<file path="src/rtl/pipe_pkg.sv">
// Purpose : Shared definitions for the pipeline stage registers (pipe_reg_skid).
//           Holds the handshake state encoding and the default payload width
//           that every stage instance uses.
// Contents: state_e  - EMPTY / FULL / SKID occupancy of one stage.
//           PIPE_WIDTH - default payload width for a stage register.
package pipe_pkg;

  // Default payload width shared by all stage instances.
  localparam int PIPE_WIDTH = 32;

  // Occupancy of a stage: nothing held, main only, main plus skid.
  typedef enum logic [1:0] {
    EMPTY = 2'd0,
    FULL  = 2'd1,
    SKID  = 2'd2
  } state_e;

endpackage : pipe_pkg

</file>
<file path="src/rtl/en_reg.sv">
// Purpose : WIDTH-bit data register with load enable and asynchronous
//           active-low reset to RESET_VALUE. Used for the main and skid
//           payload slots of pipe_reg_skid.
// Ports   : clk   - clock, loads on the rising edge
//           rst   - asynchronous active-low reset
//           en_i  - load d_i this cycle
//           d_i   - next payload
//           q_o   - held payload
module en_reg
  import pipe_pkg::*;
#(
  parameter int               WIDTH       = PIPE_WIDTH,
  parameter logic [WIDTH-1:0] RESET_VALUE = '0
) (
  input  logic             clk,
  input  logic             rst,
  input  logic             en_i,
  input  logic [WIDTH-1:0] d_i,
  output logic [WIDTH-1:0] q_o
);

  logic [WIDTH-1:0] data_q;

  // Payload storage: reset to RESET_VALUE, otherwise load when enabled.
  always_ff @(posedge clk or negedge rst) begin
    if (!rst) begin
      data_q <= RESET_VALUE;
    end else if (en_i) begin
      data_q <= d_i;
    end else begin
      data_q <= data_q;
    end
  end

  assign q_o = data_q;

endmodule : en_reg

</file>
<file path="src/rtl/pipe_reg_skid.sv">
// Purpose : Pipeline stage register with valid/ready handshake and a
//           one-entry skid buffer. in_ready is decoded from registered state
//           only, so no combinational ready path crosses the stage. flush
//           squashes all held beats synchronously.
// Ports   : clk, rst (async active-low), flush
//           in_valid / in_ready / in_data    - upstream side
//           out_valid / out_ready / out_data - downstream side
//           stall_cnt - saturating count of cycles with out_valid && !out_ready
// Config  : define PIPE_REG_STATS_EN to build the stall_cnt port and counter;
//           otherwise the port is absent and CNT_W is unused.
module pipe_reg_skid
  import pipe_pkg::*;
#(
  parameter int               WIDTH       = PIPE_WIDTH,
  parameter logic [WIDTH-1:0] RESET_VALUE = '0,
  parameter int               CNT_W       = 16
) (
  input  logic             clk,
  input  logic             rst,
  input  logic             flush,
  input  logic             in_valid,
  output logic             in_ready,
  input  logic [WIDTH-1:0] in_data,
  output logic             out_valid,
  input  logic             out_ready,
  output logic [WIDTH-1:0] out_data
`ifdef PIPE_REG_STATS_EN
  ,
  output logic [CNT_W-1:0] stall_cnt
`endif
);

  state_e           state_q;
  state_e           state_d;
  logic             accept_s;
  logic             emit_s;
  logic             main_en_s;
  logic             skid_en_s;
  logic [WIDTH-1:0] main_d;
  logic [WIDTH-1:0] skid_q;

  assign accept_s = in_valid && in_ready;
  assign emit_s   = out_valid && out_ready;

  // State register.
  always_ff @(posedge clk or negedge rst) begin
    if (!rst) begin
      state_q <= EMPTY;
    end else begin
      state_q <= state_d;
    end
  end

  // Next-state logic; flush overrides every transition.
  always_comb begin
    state_d = state_q;
    if (flush) begin
      state_d = EMPTY;
    end else begin
      case (state_q)
        EMPTY: begin
          if (accept_s) state_d = FULL;
          else          state_d = EMPTY;
        end
        FULL: begin
          if (emit_s && !accept_s)      state_d = EMPTY;
          else if (accept_s && !emit_s) state_d = SKID;
          else                          state_d = FULL;
        end
        SKID: begin
          if (emit_s) state_d = FULL;
          else        state_d = SKID;
        end
        default: state_d = EMPTY;
      endcase
    end
  end

  // Handshake outputs and data-path load controls, decoded from state.
  // Data registers are left untouched in a flush cycle.
  always_comb begin
    out_valid = 1'b0;
    in_ready  = 1'b1;
    main_en_s = 1'b0;
    skid_en_s = 1'b0;
    main_d    = in_data;
    case (state_q)
      EMPTY: begin
        out_valid = 1'b0;
        in_ready  = 1'b1;
        main_en_s = !flush && in_valid;
      end
      FULL: begin
        out_valid = 1'b1;
        in_ready  = 1'b1;
        main_en_s = !flush && in_valid && out_ready;
        skid_en_s = !flush && in_valid && !out_ready;
      end
      SKID: begin
        out_valid = 1'b1;
        in_ready  = 1'b0;
        main_en_s = !flush && out_ready;
        main_d    = skid_q;
      end
      default: begin
        out_valid = 1'b0;
        in_ready  = 1'b1;
      end
    endcase
  end

  en_reg #(
    .WIDTH       (WIDTH),
    .RESET_VALUE (RESET_VALUE)
  ) u_main (
    .clk  (clk),
    .rst  (rst),
    .en_i (main_en_s),
    .d_i  (main_d),
    .q_o  (out_data)
  );

  en_reg #(
    .WIDTH       (WIDTH),
    .RESET_VALUE (RESET_VALUE)
  ) u_skid (
    .clk  (clk),
    .rst  (rst),
    .en_i (skid_en_s),
    .d_i  (in_data),
    .q_o  (skid_q)
  );

`ifdef PIPE_REG_STATS_EN
  localparam logic [CNT_W-1:0] CNT_MAX = {CNT_W{1'b1}};

  logic [CNT_W-1:0] stall_cnt_q;

  // Saturating stall counter; only reset clears it, flush does not.
  always_ff @(posedge clk or negedge rst) begin
    if (!rst) begin
      stall_cnt_q <= '0;
    end else if (out_valid && !out_ready && (stall_cnt_q != CNT_MAX)) begin
      stall_cnt_q <= stall_cnt_q + {{(CNT_W-1){1'b0}}, 1'b1};
    end else begin
      stall_cnt_q <= stall_cnt_q;
    end
  end

  assign stall_cnt = stall_cnt_q;
`endif

endmodule : pipe_reg_skid

</file>
<file path="config.mk">
export PLATFORM = sky130hd
export DESIGN_NAME = pipe_reg_skid
export DESIGN_NICKNAME = d
export VERILOG_FILES = /design/src/rtl/pipe_pkg.sv /design/src/rtl/en_reg.sv /design/src/rtl/pipe_reg_skid.sv
export SDC_FILE = /design/constraint.sdc
export NUM_CORES = 1
export LEC_CHECK = 0
export BUFFER_PORTS_ARGS = -buffer_cell sky130_fd_sc_hd__buf_2
export CAP_MARGIN = 30
export CORE_UTILIZATION = 55
export CTS_BUF_LIST = sky130_fd_sc_hd__clkbuf_2
export DETAILED_ROUTE_END_ITERATION = 8
export HOLD_SLACK_MARGIN = 0.08
export PLACE_DENSITY = 0.82
export SYNTH_ARGS = -nofsm -noshare
export SYNTH_HDL_FRONTEND = slang
export SYNTH_SLANG_ARGS = --single-unit
</file>
<file path="constraint.sdc">
create_clock -name clk -period 2.4 [get_ports clk]
set_input_delay 0.12 -clock clk [delete_from_list [all_inputs] [get_ports clk]]
set_output_delay 0.12 -clock clk [all_outputs]
set_load 0.05 [all_outputs]
</file>
==> run_results.csv <==
group,metric,value,unit
power,p_leak,1.78,nW
timing,slew_headroom,0.564,
floorplan,start_util,0.574,
route,wl,5.52,mm
global_route,grt_antenna_before_repair,0,
cells_and_area,fill_cells,348,
worst_setup_path,worst-path-max-fanout,20,
cells_and_area,antennaDiodeCount,0,
power,ir_drop,0.733,mV
global_route,grt_pass1_vias,1919,
global_route,grt_overflow,0,
floorplan,io_pins,71,
route,routed_via_density,5.00,
cells_and_area,nets,347,
clock_tree,numCtsBuffers,9,
hold_path,hold_depth,4,
floorplan,rows,26,
route,vias,1901,
global_route,grtUsageTotal,0.221,
cells_and_area,syn2layout_area_growth,31.3,%
hold_path,hold_class,"in2reg",
hold_path,holdCritStartpoint,"in_valid",
route,drt-initial-drc-count,57,
placement,dp_cells,329,
global_route,use_met2,0.341,
yosys,ys_seq_area_frac,0.560,
timing,fin_crit,2.04,ns
timing,hold_viol_final,0,
route,ant_nets,0,
worst_setup_path,startpoint_type,"flip-flop",
clock_tree,cts_num_sinks,66,
floorplan,die_h,75.2,µm
yosys,yosysWarnings,0,
worst_setup_path,ff2ff_setup_slack,0.36,ns
clock_tree,path_clk_slew,0.17,ns
floorplan,fp.coreArea,5140,µm²
worst_setup_path,rr_worst_depth,6,
worst_setup_path,cp-end-kind,"flip-flop",
worst_setup_path,r2r-start,"state_q[0]$_DFF_PN0_",
cells_and_area,regArea,1650,µm²
global_route,grt_pass1_wl,8.96,mm
timing,worst_slew_pin_slew,0.655,ns
timing,post-route-period-util,0.848,
clock_tree,clock_latency,0.48,ns
power,power_per_cell_area,1020,nW/µm²
route,drt-wirelength-per-cell,14.5,µm
worst_setup_path,r2r-end,"u_main.q_o[7]$_DFFE_PN0P_",
run_status,status,"finished clean",
global_route,grt_max_degree,33,
cells_and_area,final_layout_size_suffix_gt1_frac,0.613,
yosys,synthDistinctLibCells,17,
clock_tree,cts_tree,"built",
placement,pre_cts_ws,0.377,ns
timing,rsz0062_at_grt,"false",
placement,dp_hpwl,3.61,mm
timing,maxSlewViolCount,0,
timing,fmax,0.491,GHz
clock_tree,htree_levels,3,
placement,gp_congestion,0.757,
timing,tns,0,ns
global_route,grtUsageMet1,0.298,
run,cap_violations,0,
timing,setup_violations,0,
cells_and_area,multiInputGateArea,1240,µm²
yosys,syn_area_per_cell,15.4,µm²
timing,final.setup.worst_slack,0.365,ns
floorplan,die-area,5660,µm²
worst_setup_path,worstPathArrival,2.40,ns
hold_path,whs_endpoint,"state_q[0]$_DFF_PN0_",
cells_and_area,fin_util,0.754,
worst_setup_path,crit_required,2.76,ns
clock_tree,cts-root-buf,"clkbuf_2",
route,drc_errors,0,
floorplan,die_w,75.2,µm
yosys,synth-seq-cells,66,
timing,skew,0.0229,ns
yosys,synthesis.nets,234,
yosys,syn_inst,192,
cells_and_area,instances_no_fill,380,
yosys,synth_area,2950,µm²
clock_tree,cts_buffer_depth,2,
placement,port_buffers,70,
route,firstDrtPassIters,2,
global_route,busiest_layer,"met2",
global_route,met3_usage,0.0428,
worst_setup_path,critPathKind,"reg2reg",
-- synth_stat cells --
cell type	number	area, µm²
mux2_2	95	1070
dfrtp_1	66	1650
ha_1	5	62.6
buf_4	4	30.0
buf_2	3	15.0
clkbuf_1	3	11.3
inv_1	3	11.3
nand2_1	3	11.3
nor3_1	2	10.0
a2111oi_4	1	27.5
a22oi_1	1	7.51
a2bb2oi_1	1	8.76
mux2_1	1	11.3
nor2_1	1	3.75
nor2b_1	1	6.26
nor3b_1	1	7.51
o21ai_0	1	5.00
-- report_power, final --
group          total [mW]  leakage (nW)  switching [mW]  internal, mW
logic                1.52         0.894           0.980         0.541
registers            1.68         0.804           0.184          1.49
clock network       0.736        0.0859           0.384         0.353
total                3.93          1.78            1.55          2.38
-- worst max-delay path by stage --
stage / start / endpoint / slack [ns] / depth (start not counted)
finish: state_q[0]$_DFF_PN0_ / u_main.q_o[7]$_DFFE_PN0P_ / 0.36 / 6
global route: state_q[0]$_DFF_PN0_ / u_main.q_o[7]$_DFFE_PN0P_ / 0.20 / 6
detailed placement: state_q[0]$_DFF_PN0_ / u_main.q_o[7]$_DFFE_PN0P_ / 0.38 / 6
global placement: state_q[0]$_DFF_PN0_ / u_main.q_o[26]$_DFFE_PN0P_ / 0.47 / 6
floorplan: state_q[0]$_DFF_PN0_ / u_main.q_o[10]$_DFFE_PN0P_ / 0.15 / 6
CTS: state_q[0]$_DFF_PN0_ / u_main.q_o[7]$_DFFE_PN0P_ / 0.34 / 6
-- layout make-up --
| type | count | area share |
|---|---|---|
| clock buffers | 11 | 0.0142 |
| clock inverters | 5 | 0.0203 |
| inverters | 3 | 0.00291 |
| multi-input cells | 113 | 0.319 |
| flip-flops and latches | 66 | 0.426 |
| well taps | 70 | 0.0226 |
| repair buffers | 112 | 0.194 |
-- registers in the layout, summed over array words and instances (netlist names) --
| name | flops |
|---|---|
| u_main.q_o | 32 |
| u_skid.q_o | 32 |
| state_q | 2 |
-- per-stage QoR --
stage / total power [mW] / hold slack, ns / cell area [µm²]
floorplan: 2.81 / -0.176 / 2950
global placement: 3.14 / 0.196 / 3390
detailed placement: 3.19 / 0.202 / 3390
CTS: 3.96 / 0.0845 / 3870
global route: 4.13 / 0.126 / 3870
finish: 3.93 / 0.136 / 3870
-- per-layer routing --
metal | up-vias | routed length (µm)
met1 | 940 | 2490
met2 | 36 | 2760
met5 | - | 0
met3 | 9 | 169
met4 | 0 | 99
li1 | 916 | -
-- timing repair --
action	4_1_cts	5_1_grt
buffers inserted	0	0
hold endpoints to repair	94	0
hold buffers	35	0
resized for setup	0	0
-- critical path: stages (launching register included) --
cell and delay [ns]:
dfrtp_1 0.41, inv_1 0.07, ha_1 0.29, nand2_1 0.11
a2111oi_4 0.33, buf_4 0.34, mux2_2 0.38
-- cell usage in the layout, fill, tap and decap left out, types with 2 or more instances in the layout --
cell / netlist / layout
buf_2: 3 / 70
buf_4: 4 / 7
ha_1: 5 / 5
dlygate4sd3_1: 0 / 35
nand2_1: 3 / 3
bufinv_16: 0 / 2
clkbuf_2: 0 / 11
inv_1: 3 / 3
dfrtp_1: 66 / 66
mux2_2: 95 / 95
clkinv_2: 0 / 2
-- cells by family (layout without fill, tap and decap cells) --
logic type               Yosys count  count (layout)  synth area share
AO/OA/AOI/OAI                      4               4            0.0165
adder cells (fa/ha/maj)            5               5            0.0212
buffers and inverters             13             131            0.0229
flip-flops                        66              66             0.560
multiplexers                      96              96             0.366
AND/OR/NAND/NOR                    8               8            0.0131
Note: power is estimated with default switching activity, not from simulation.
